[src/rtl/aes128_round_seq_pkg.sv]
// Shared types and pure-wiring helpers for the iterative AES-128 round sequencer.
// Provides:
//   state_t / byte_t  128-bit state and byte types; bit 0 is the MSB
//   NB_BYTES          bytes per AES block
//   transpose()       swaps FIPS column-major byte order and row-major order
//   shift_rows()      AES ShiftRows on the row-major layout
//   seq_state_e       sequencer FSM encoding
package aes_pkg;

  localparam int NB_BYTES = 16;

  typedef logic [0:127] state_t;
  typedef logic [0:7]   byte_t;

  typedef enum logic [1:0] {
    IDLE  = 2'd0,
    ROUND = 2'd1,
    DONE  = 2'd2
  } seq_state_e;

  // FIPS byte k = 4c+r lands at row r, column c. The mapping is its own inverse.
  function automatic state_t transpose(input state_t x);
    state_t y;
    y = '0;
    for (int k = 0; k < NB_BYTES; k++) begin
      y[32*(k%4) + 8*(k/4) +: 8] = x[8*k +: 8];
    end
    return y;
  endfunction

  // Row r rotates left by r bytes: output column c takes input column (c+r) mod 4.
  function automatic state_t shift_rows(input state_t x);
    state_t y;
    y = '0;
    for (int k = 0; k < NB_BYTES; k++) begin
      y[8*k +: 8] = x[32*(k/4) + 8*(((k%4) + (k/4)) % 4) +: 8];
    end
    return y;
  endfunction

endpackage

[src/rtl/aes128_round_seq_mixcol.sv]
// Combinational AES MixColumns on the row-major state.
// Ports:
//   din   in  128  row-major state (row r = bits [32r+:32])
//   dout  out 128  row-major state after MixColumns
module aes128_round_seq_mixcol
  import aes_pkg::*;
(
  input  state_t din,
  output state_t dout
);

  // Multiply by x in GF(2^8) with the AES polynomial.
  function automatic byte_t xt(input byte_t b);
    return {b[1:7], 1'b0} ^ (b[0] ? 8'h1b : 8'h00);
  endfunction

  for (genvar c = 0; c < 4; c++) begin : g_col
    byte_t a0, a1, a2, a3;

    assign a0 = din[     8*c +: 8];
    assign a1 = din[32 + 8*c +: 8];
    assign a2 = din[64 + 8*c +: 8];
    assign a3 = din[96 + 8*c +: 8];

    assign dout[     8*c +: 8] = xt(a0) ^ xt(a1) ^ a1 ^ a2 ^ a3;
    assign dout[32 + 8*c +: 8] = a0 ^ xt(a1) ^ xt(a2) ^ a2 ^ a3;
    assign dout[64 + 8*c +: 8] = a0 ^ a1 ^ xt(a2) ^ xt(a3) ^ a3;
    assign dout[96 + 8*c +: 8] = xt(a0) ^ a0 ^ a1 ^ a2 ^ xt(a3);
  end

endmodule

[src/rtl/aes128_round_seq.sv]
// Iterative AES-128 encryption sequencer: one full round per clock.
// Ports:
//   clk, rst              clock, synchronous active-high reset
//   in_valid/in_ready     plaintext handshake, in_data in FIPS byte order
//   out_valid/out_ready   ciphertext handshake, out_data in FIPS byte order
//   rk_idx / rk_data      round-key request and same-cycle key return
//   sb_in / sb_out        row-major state to/from the external S-box bank
//   busy                  high while rounds are being computed
//
// state | meaning
// IDLE  | waiting for plaintext, round-key 0 presented for the initial AddRoundKey
// ROUND | one cipher round per cycle, rnd = 1..NR
// DONE  | ciphertext presented and held until out_ready
module aes128_round_seq
  import aes_pkg::*;
#(
  parameter int NR = 10,
  parameter int RW = 4
) (
  input  logic          clk,
  input  logic          rst,
  input  logic          in_valid,
  output logic          in_ready,
  input  state_t        in_data,
  output logic          out_valid,
  input  logic          out_ready,
  output state_t        out_data,
  output logic [RW-1:0] rk_idx,
  input  state_t        rk_data,
  output state_t        sb_in,
  input  state_t        sb_out,
  output logic          busy
);

  localparam logic [RW-1:0] LAST = RW'(NR);

  seq_state_e    fsm, fsm_nxt;
  logic [RW-1:0] rnd, rnd_nxt;
  state_t        st, st_nxt;
  logic          load;

  state_t sr_out, mc_out, rk_t, round_res, load_val;

  assign rk_t     = transpose(rk_data);
  assign load_val = transpose(in_data) ^ rk_t;
  assign sr_out   = shift_rows(sb_out);

  aes128_round_seq_mixcol u_mixcol (
    .din  (sr_out),
    .dout (mc_out)
  );

  // The final round skips MixColumns.
  assign round_res = (rnd == LAST) ? (sr_out ^ rk_t) : (mc_out ^ rk_t);

  always_ff @(posedge clk) begin
    if (rst) begin
      fsm <= IDLE;
      rnd <= '0;
      st  <= '0;
    end else begin
      fsm <= fsm_nxt;
      rnd <= rnd_nxt;
      st  <= st_nxt;
    end
  end

  always_comb begin
    fsm_nxt = fsm;
    rnd_nxt = rnd;
    st_nxt  = st;
    load    = 1'b0;
    case (fsm)
      IDLE: begin
        load = in_valid;
      end
      ROUND: begin
        st_nxt  = round_res;
        rnd_nxt = rnd + RW'(1);
        if (rnd == LAST) begin
          fsm_nxt = DONE;
          rnd_nxt = '0;
        end
      end
      DONE: begin
        // Accepting in the same cycle as the unload keeps back-to-back blocks bubble-free.
        if (out_ready) begin
          if (in_valid) begin
            load = 1'b1;
          end else begin
            fsm_nxt = IDLE;
          end
        end
      end
      default: begin
        fsm_nxt = IDLE;
      end
    endcase
    if (load) begin
      st_nxt  = load_val;
      rnd_nxt = RW'(1);
      fsm_nxt = ROUND;
    end
  end

  // Every output is forced quiet during reset so an aborted block never leaks out.
  always_comb begin
    in_ready  = 1'b0;
    out_valid = 1'b0;
    out_data  = '0;
    busy      = 1'b0;
    rk_idx    = '0;
    sb_in     = '0;
    if (!rst) begin
      case (fsm)
        IDLE: begin
          in_ready = 1'b1;
        end
        ROUND: begin
          busy   = 1'b1;
          rk_idx = rnd;
          sb_in  = st;
        end
        DONE: begin
          out_valid = 1'b1;
          out_data  = transpose(st);
          in_ready  = out_ready;
        end
        default: begin
          in_ready = 1'b0;
        end
      endcase
    end
  end

endmodule

[config.mk]
export PLATFORM = sky130hd
export DESIGN_NAME = aes128_round_seq
export DESIGN_NICKNAME = d
export VERILOG_FILES = /design/src/rtl/aes128_round_seq_pkg.sv /design/src/rtl/aes128_round_seq_mixcol.sv /design/src/rtl/aes128_round_seq.sv
export SDC_FILE = /design/constraint.sdc
export NUM_CORES = 1
export LEC_CHECK = 0
export BUFFER_PORTS_ARGS = -buffer_cell sky130_fd_sc_hd__buf_4
export CORE_AREA = 2 2 256 258
export CTS_BUF_LIST = sky130_fd_sc_hd__clkbuf_4
export CTS_CLUSTER_DIAMETER = 200
export DETAILED_ROUTE_END_ITERATION = 16
export DIE_AREA = 0 0 258 260
export PLACE_DENSITY_LB_ADDON = 0.25
export SLEW_MARGIN = 25
export SYNTH_ARGS = -nofsm -noshare
export SYNTH_HDL_FRONTEND = slang
export SYNTH_SLANG_ARGS = --single-unit
[constraint.sdc]
create_clock -name clk -period 2.2 [get_ports clk]
set_input_delay 0.44 -clock clk [delete_from_list [all_inputs] [get_ports clk]]
set_output_delay 0.44 -clock clk [all_outputs]
set_load 0.005 [all_outputs]
Word level (Yosys, flattened, before mapping)
Cells that the tools add are included.
Widths: inputs -> output; s select.
{"block": "totals", "reg_bits": 134, "in_bits": 388, "out_inout_bits": 263, "elab_cells": 147}
{"block": "op_classes", "addsub": 1, "eq_ne": 10, "muxes": 42, "n_bitwise": 84, "n_reduce_logical": 5}
{"op": "$mux 128", "n": 7}
{"op": "$xor 8x8->8", "n": 79}
{"op": "$xor 128x128->128", "n": 3}
{"op": "$mux 5", "n": 16}
{"op": "$mux 4", "n": 3}
{"op": "$mux 1", "n": 10}
{"op": "$ne 3x3->1 const B", "n": 3}
{"op": "$ne 2x2->1 const B", "n": 4}
{"op": "$reduce_and 4->1", "n": 2}
{"op": "$xor 8x5->8", "n": 1}
{"op": "$mux 2", "n": 3}
{"op": "$pmux 2 s3", "n": 1}
{"op": "$add 4x1->4 const B", "n": 1}
{"op": "$eq 4x4->1 const B", "n": 1}
{"op": "$pmux 1 s2", "n": 2}
{"op": "$eq 2x1->1 const B", "n": 1}
{"op": "$eq 2x2->1 const B", "n": 1}
{"op": "$logic_not 2->1", "n": 1}
{"op": "$reduce_bool 2->1", "n": 1}
{"op": "$reduce_or 2->1", "n": 1}
{"op": "$not 1->1", "n": 1}

Logic depth before layout (Yosys ltp)
{"block": "depth", "depth_word": 10, "ltp_mapped": 9, "depth_no_buf": 5}

Cells and area by module
A second synthesis with hierarchy kept.
{"block": "unflattened", "cells_unflattened": 1646, "hier_area_um2": 16577.1}
{"mod": "aes128_round_seq", "n_inst": 1, "cells_each": 1329, "area_per_inst_um2": 11312.1}
{"mod": "aes128_round_seq_mixcol", "n_inst": 1, "cells_each": 317, "area_per_inst_um2": 5265.0}

Worst setup path before layout
No wires, ideal clock.
{"block": "synth_path", "kind": "input to register", "from": "input port sb_out[107]", "to": "register st[11]", "setup_time_ns": 0.091, "t_arrival_ns": 2.061, "t_required_ns": 2.109, "setup_slack_ns": 0.048, "stages": 6, "n_path_buf": 1, "cell_sequence": "buf_4 > xor3_2 > xnor2_1 > mux2_4 > or3_1 > a311oi_1"}
{"block": "synth_between", "elab_chain_len": 8}
{"element": "start: declaration", "line": "aes128_round_seq.sv:31", "text": "input state_t sb_out,"}
{"element": "$xor 8x8->8 (4 in a row)", "line": "aes128_round_seq_mixcol.sv:28", "text": "assign dout[96 + 8*c +: 8] = xt(a0) ^ a0 ^ a1 ^ a2 ^ xt(a3);"}
{"element": "$xor 128x128->128", "line": "aes128_round_seq.sv:54", "text": "assign round_res = (rnd == LAST) ? (sr_out ^ rk_t) : (mc_out ^ rk_t);"}
{"element": "$mux 128", "line": "aes128_round_seq.sv:54"}
{"element": "$mux 128", "line": "aes128_round_seq.sv:73", "text": "case (fsm)"}
{"element": "$mux 128", "line": "aes128_round_seq.sv:99", "text": "if (load) begin"}
{"element": "end signal: assignment", "line": "aes128_round_seq.sv:64", "text": "st <= st_nxt;"}
{"element": "end: declaration", "line": "aes128_round_seq.sv:39", "text": "state_t st, st_nxt;"}
Every way passes these cells. The select of a mux whose other input is x is not followed.
A chain may end at the register's enable or synchronous reset.

Final worst setup path
{"block": "layout_path", "from": "register fsm[0]", "to": "output port sb_in[109]"}
{"block": "layout_between", "elab_chain_len": 3}
{"element": "start: declaration", "line": "aes128_round_seq.sv:37", "text": "seq_state_e fsm, fsm_nxt;"}
{"element": "start signal: assignment", "line": "aes128_round_seq.sv:62", "text": "fsm <= fsm_nxt;"}
{"element": "$eq 2x1->1", "line": "aes128_round_seq.sv:115", "text": "case (fsm)"}
{"element": "$mux 128", "line": "aes128_round_seq.sv:115"}
{"element": "$mux 128", "line": "aes128_round_seq.sv:114", "text": "if (!rst) begin"}
{"element": "end: declaration", "line": "aes128_round_seq.sv:30", "text": "output state_t sb_in,"}
Every way passes these cells.

==> reports/results.env <==
GLOBAL_ROUTE_WIRE_LENGTH_BEFORE_REPAIR_UM=119000
TIMING.FINAL.HOLD_VIOLATIONS=0
FINISH.NET_COUNT=3053
SYNTH-EDFF-COUNT=0
PLACEMENTROWS=93
DRIVE_GT1_SHARE_PCT=40.2
P_INT_mW=7.22
SWITCHING_SHARE_PCT=38.4
POSTSYNTHNETCOUNT=2085
YOSYS_WARNINGS=0
YOSYSUNIQUECELLTYPES=43
WORST_SLACK_AT_PLACEMENT_PS=-298
IO_BUFFERS=650
FAILED_CHECKS='setup timing'
SYNTH_SEQ_AREA_SHARE_PCT=17.5
DR_TOTAL_VIAS=17000
SYN_TO_FINAL_GROWTH_PCT=72.5
CTS_INSERTED_BUFFERS=17
DOMINANTREGCELLSYNTH='sky130_fd_sc_hd__dfxtp_1'
DRT_ITER0_DRC=982
FINAL.SETUP_SKEW_PS=30.8
REG2REG_TO='st[68]$_SDFFE_PP0P_'
NET-SWITCHING-POWER_mW=4.50
CLK_TREE_ROOT_CELL='sky130_fd_sc_hd__clkbuf_4'
GLOBALROUTEOVERFLOWTOTAL=0
MULTI_INPUT_COMBINATIONAL_CELL_AREA_UM2=12300
CRITPATHREQUIREDTIME_PS=1760
PLACED_AREA_UM2=22700
POST_SYNTH_INST_COUNT=1697
DRT.ANTENNA.VIOLATING_NETS=0
NUMBER_OF_ANTENNA_VIOLATIONS_AT_THE_FIRST_CHECK_IN_GLOBAL_ROUTING=17
POWER.LEAKAGE_nW=13.1
CRITICAL_PATH_ARRIVAL_PS=2180
FMAXACHIEVABLE_MHz=382
POWER.CLOCK.FRACTION_PCT=17.7
FINALWORSTSETUPSLACK_PS=-415
HOLD_CLASS='in -> reg'
FINAL_MIN_PERIOD_OVER_CLOCK_PERIOD_PCT=119
H_TREE_DEPTH=4
REGISTER_AREA_UM2=2690
SYNTH.AREA.TOP_CELLS='sky130_fd_sc_hd__xnor3_1 (22%), sky130_fd_sc_hd__dfxtp_1 (17%), sky130_fd_sc_hd__and2_1 (12%), sky130_fd_sc_hd__nor2_1 (5.2%), sky130_fd_sc_hd__a311oi_1 (4.7%)'
HOLD_WORST_PATH_END='st[89]$_SDFFE_PP0P_'
SYNTHESIS.AREA_UM2=15300
FINALSETUPTNS_PS=-90140
GRT_SETUP_UNREPAIRED='true'
MAXIMUM_NUMBER_OF_PINS_ON_ONE_NET_BEFORE_GLOBAL_ROUTE_REPAIR=121
IR_WORST_VDD_mV=0.332
INSERTION_DELAY_PS=770
WORST_SETUP_PATH_CATEGORY='reg -> out'
COMBINATIONAL_POWER_SHARE_PCT=55.8
INITIAL_UTILIZATION_PCT=23.9
POSTSYNTHAREAPERCELL_UM2=9.04
ROUTE.DETAILED.WL_PER_INST_UM=24.7
NFILLCELLS=6339
DETAILED_PLACE_HPWL_UM=67300
PLACED_INSTANCES=3262
YOSYS.AREA.TOP_TYPE='sky130_fd_sc_hd__xnor3_1'
DIE_W_UM=258
GP_CONGESTION=0.886
MIN_FROM='rk_data[113]'
TIMING.CRITICAL_PATH.TO_TYPE='output port'
FINAL_WORST_PATH_PERIOD_NEED_PS=2620
SMALLEST_HOLD_SLACK_PS=100
REG2REG_SETUP_SLACK_PS=-180
WORSTREGTOREGCELLS=8
WORST_SETUP_PATH_START_KIND='register'
WORSTHOLDPATHCELLS=3
FIN_AREA_UM2=26500
TIMING.MAX_SLEW.REL_SLACK_PCT=51.8
DETAIL_ROUTE.DRC_VIOLATIONS=0
SYNTH-SEQ-CELLS=134
POSTSYNTH.ASYNCRESETSHARE_PCT=0
TIMING.RR.START='rnd[3]$_SDFFE_PP0P_'
ROUTED_WIRELENGTH_UM=87500
CRIT_PATH_MAX_FANOUT=6
PWR-SHARE-SEQ_PCT=26.6
MAX_CAP_VIOL_COUNT=0
CTS_BUFFER_DEPTH=2
DIE_H_UM=260
PATH_CLK_SLEW_PS=140
TIGHTESTPINTRANSITION_PS=722
VIA_COUNT_OF_THE_FIRST_GLOBAL_ROUTING_PASS=16800
FP.COREAREA_UM2=64100
LAYOUT.CELLS.NON_FILLER=3545
TRITONCTS='done'
FINAL_CORE_UTILIZATION_PCT=41.3
AREA_OF_THE_DIE_UM2=67100
FINAL_MAX_SLEW_VIOL_COUNT=0
ROUTE.DETAILED.VIAS_PER_INST=4.80
DRT-PASS1-ITER-COUNT=5
FINALSETUPVIOLCOUNT=279
RUN_STATUS='finished with violations'
GLOBALROUTETOTALUTIL_PCT=24.8
P_PER_AREA_nW_PER_UM2=443
PIN_COUNT=651
SYNTH.TOP_CELL.AREA_SHARE_PCT=21.7
CLOCK_SINKS=134
DESIGN_POWER_TOTAL_mW=11.7
how the worst max path moves through the flow:
stage,cells past startpoint,slack [ps],to,from
final,9,-420,sb_in[109],fsm[0]$_SDFFE_PP0P_
after global routing,9,-550,sb_in[126],fsm[0]$_SDFFE_PP0P_
after CTS,8,-510,sb_in[65],fsm[0]$_SDFFE_PP0P_
after detailed placement,6,-300,st[44]$_SDFFE_PP0P_,sb_out[23]
after global placement,7,-250,st[108]$_SDFFE_PP0P_,sb_out[111]
after floorplan,6,50,st[11]$_SDFFE_PP0P_,sb_out[107]
repair_timing:
item / 4_1_cts / 5_1_grt
setup buffers: 17 / 4
hold endpoints to repair: 126 / 0
gates cloned: 10 / 9
pin swaps: 9 / 14
gates resized for setup: 65 / 184
endpoints found under the setup margin: 290 / 331
hold buffers: 203 / 0
layout make-up:
| class | count | share of cell area (%) |
|---|---|---|
| clock buffer | 17 | 0.482 |
| inverter | 7 | 0.0993 |
| tap | 855 | 4.04 |
| antenna | 12 | 0.113 |
| multi-input combinational | 1398 | 46.5 |
| timing repair buffer | 1107 | 37.9 |
| clock inverter | 15 | 0.672 |
| sequential | 134 | 10.2 |
cells in the mapped netlist, types with 5 or more instances:
cell and instances:
sky130_fd_sc_hd__xor2_1 74, sky130_fd_sc_hd__xor3_1 22, sky130_fd_sc_hd__buf_6 5, sky130_fd_sc_hd__and2_1 299, sky130_fd_sc_hd__dfxtp_1 134, sky130_fd_sc_hd__nand2_1 42
sky130_fd_sc_hd__o221ai_1 7, sky130_fd_sc_hd__nand3_1 9, sky130_fd_sc_hd__inv_1 7, sky130_fd_sc_hd__a211oi_1 90, sky130_fd_sc_hd__nor2_1 214, sky130_fd_sc_hd__a311oi_1 82
sky130_fd_sc_hd__and3_1 39, sky130_fd_sc_hd__buf_2 37, sky130_fd_sc_hd__xnor2_1 80, sky130_fd_sc_hd__o21ai_0 84, sky130_fd_sc_hd__or3_1 82, sky130_fd_sc_hd__xnor2_2 10
sky130_fd_sc_hd__clkbuf_1 107, sky130_fd_sc_hd__a221oi_1 39, sky130_fd_sc_hd__a21oi_1 6, sky130_fd_sc_hd__o211a_1 40, sky130_fd_sc_hd__xnor3_1 148
critical path, cell delays in order (launching register included):
cell and delay, ps:
sky130_fd_sc_hd__dfxtp_4 370, sky130_fd_sc_hd__buf_6 100, sky130_fd_sc_hd__nand2b_4 60, sky130_fd_sc_hd__nor2_4 130, sky130_fd_sc_hd__buf_6 120, sky130_fd_sc_hd__buf_12 160
sky130_fd_sc_hd__buf_8 130, sky130_fd_sc_hd__buf_6 120, sky130_fd_sc_hd__and2_4 140, sky130_fd_sc_hd__buf_6 90
metal layers:
layer	share of wire (%)	wire length, um	up-vias	global-route usage, %
li1	-	-	8002	-
met1	43	37700	8337	32.0
met2	49	42900	579	42.4
met3	5.9	5170	87	4.98
met4	1.9	1700	14	5.76
met5	0.099	87	-	0
registers in the layout, summed over array words and instances (netlist names):
register / count
rnd: 4
fsm: 2
st: 128
cells by family after synthesis:
group	count (synthesis)	synth area share, %
XOR/XNOR	339	35.6
buffers and inverters	165	4.70
flip-flops	134	17.5
multiplexers	3	0.237
AO/OA/AOI/OAI	353	17.5
AND/OR/NAND/NOR	703	24.5
power by group through the flow:
stage / Sequential [mW] / Clock [mW] / Combinational, mW
2_1_floorplan: 2.95 / 0 / 3.24
3_3_place_gp: 3.13 / 0 / 6.03
3_5_place_dp: 3.15 / 0 / 6.08
4_1_cts: 3.09 / 2.16 / 6.52
5_1_grt: 3.14 / 2.23 / 7.00
6_report: 3.12 / 2.07 / 6.54
cell usage in the layout (no fill, tap or decap), types with 10 or more instances in the layout:
cell                            instances
sky130_fd_sc_hd__xor2_1                74
sky130_fd_sc_hd__and2_1               194
sky130_fd_sc_hd__xor3_1                22
sky130_fd_sc_hd__and2_4               105
sky130_fd_sc_hd__dlygate4sd3_1        203
sky130_fd_sc_hd__xnor3_1              148
sky130_fd_sc_hd__buf_12                34
sky130_fd_sc_hd__clkbuf_4              17
sky130_fd_sc_hd__o211a_1               40
sky130_fd_sc_hd__and3_1                39
sky130_fd_sc_hd__diode_2               12
sky130_fd_sc_hd__o21ai_0               84
sky130_fd_sc_hd__nand2_1               40
sky130_fd_sc_hd__a311oi_1              82
sky130_fd_sc_hd__buf_6                110
sky130_fd_sc_hd__or3_1                 82
sky130_fd_sc_hd__nor2_1               212
sky130_fd_sc_hd__a211oi_1              90
sky130_fd_sc_hd__xnor2_1               80
sky130_fd_sc_hd__dfxtp_1              132
sky130_fd_sc_hd__xnor2_2               10
sky130_fd_sc_hd__a221oi_1              39
sky130_fd_sc_hd__buf_4                738
sky130_fd_sc_hd__buf_16                11
Note: power is estimated with default switching activity, not from simulation.
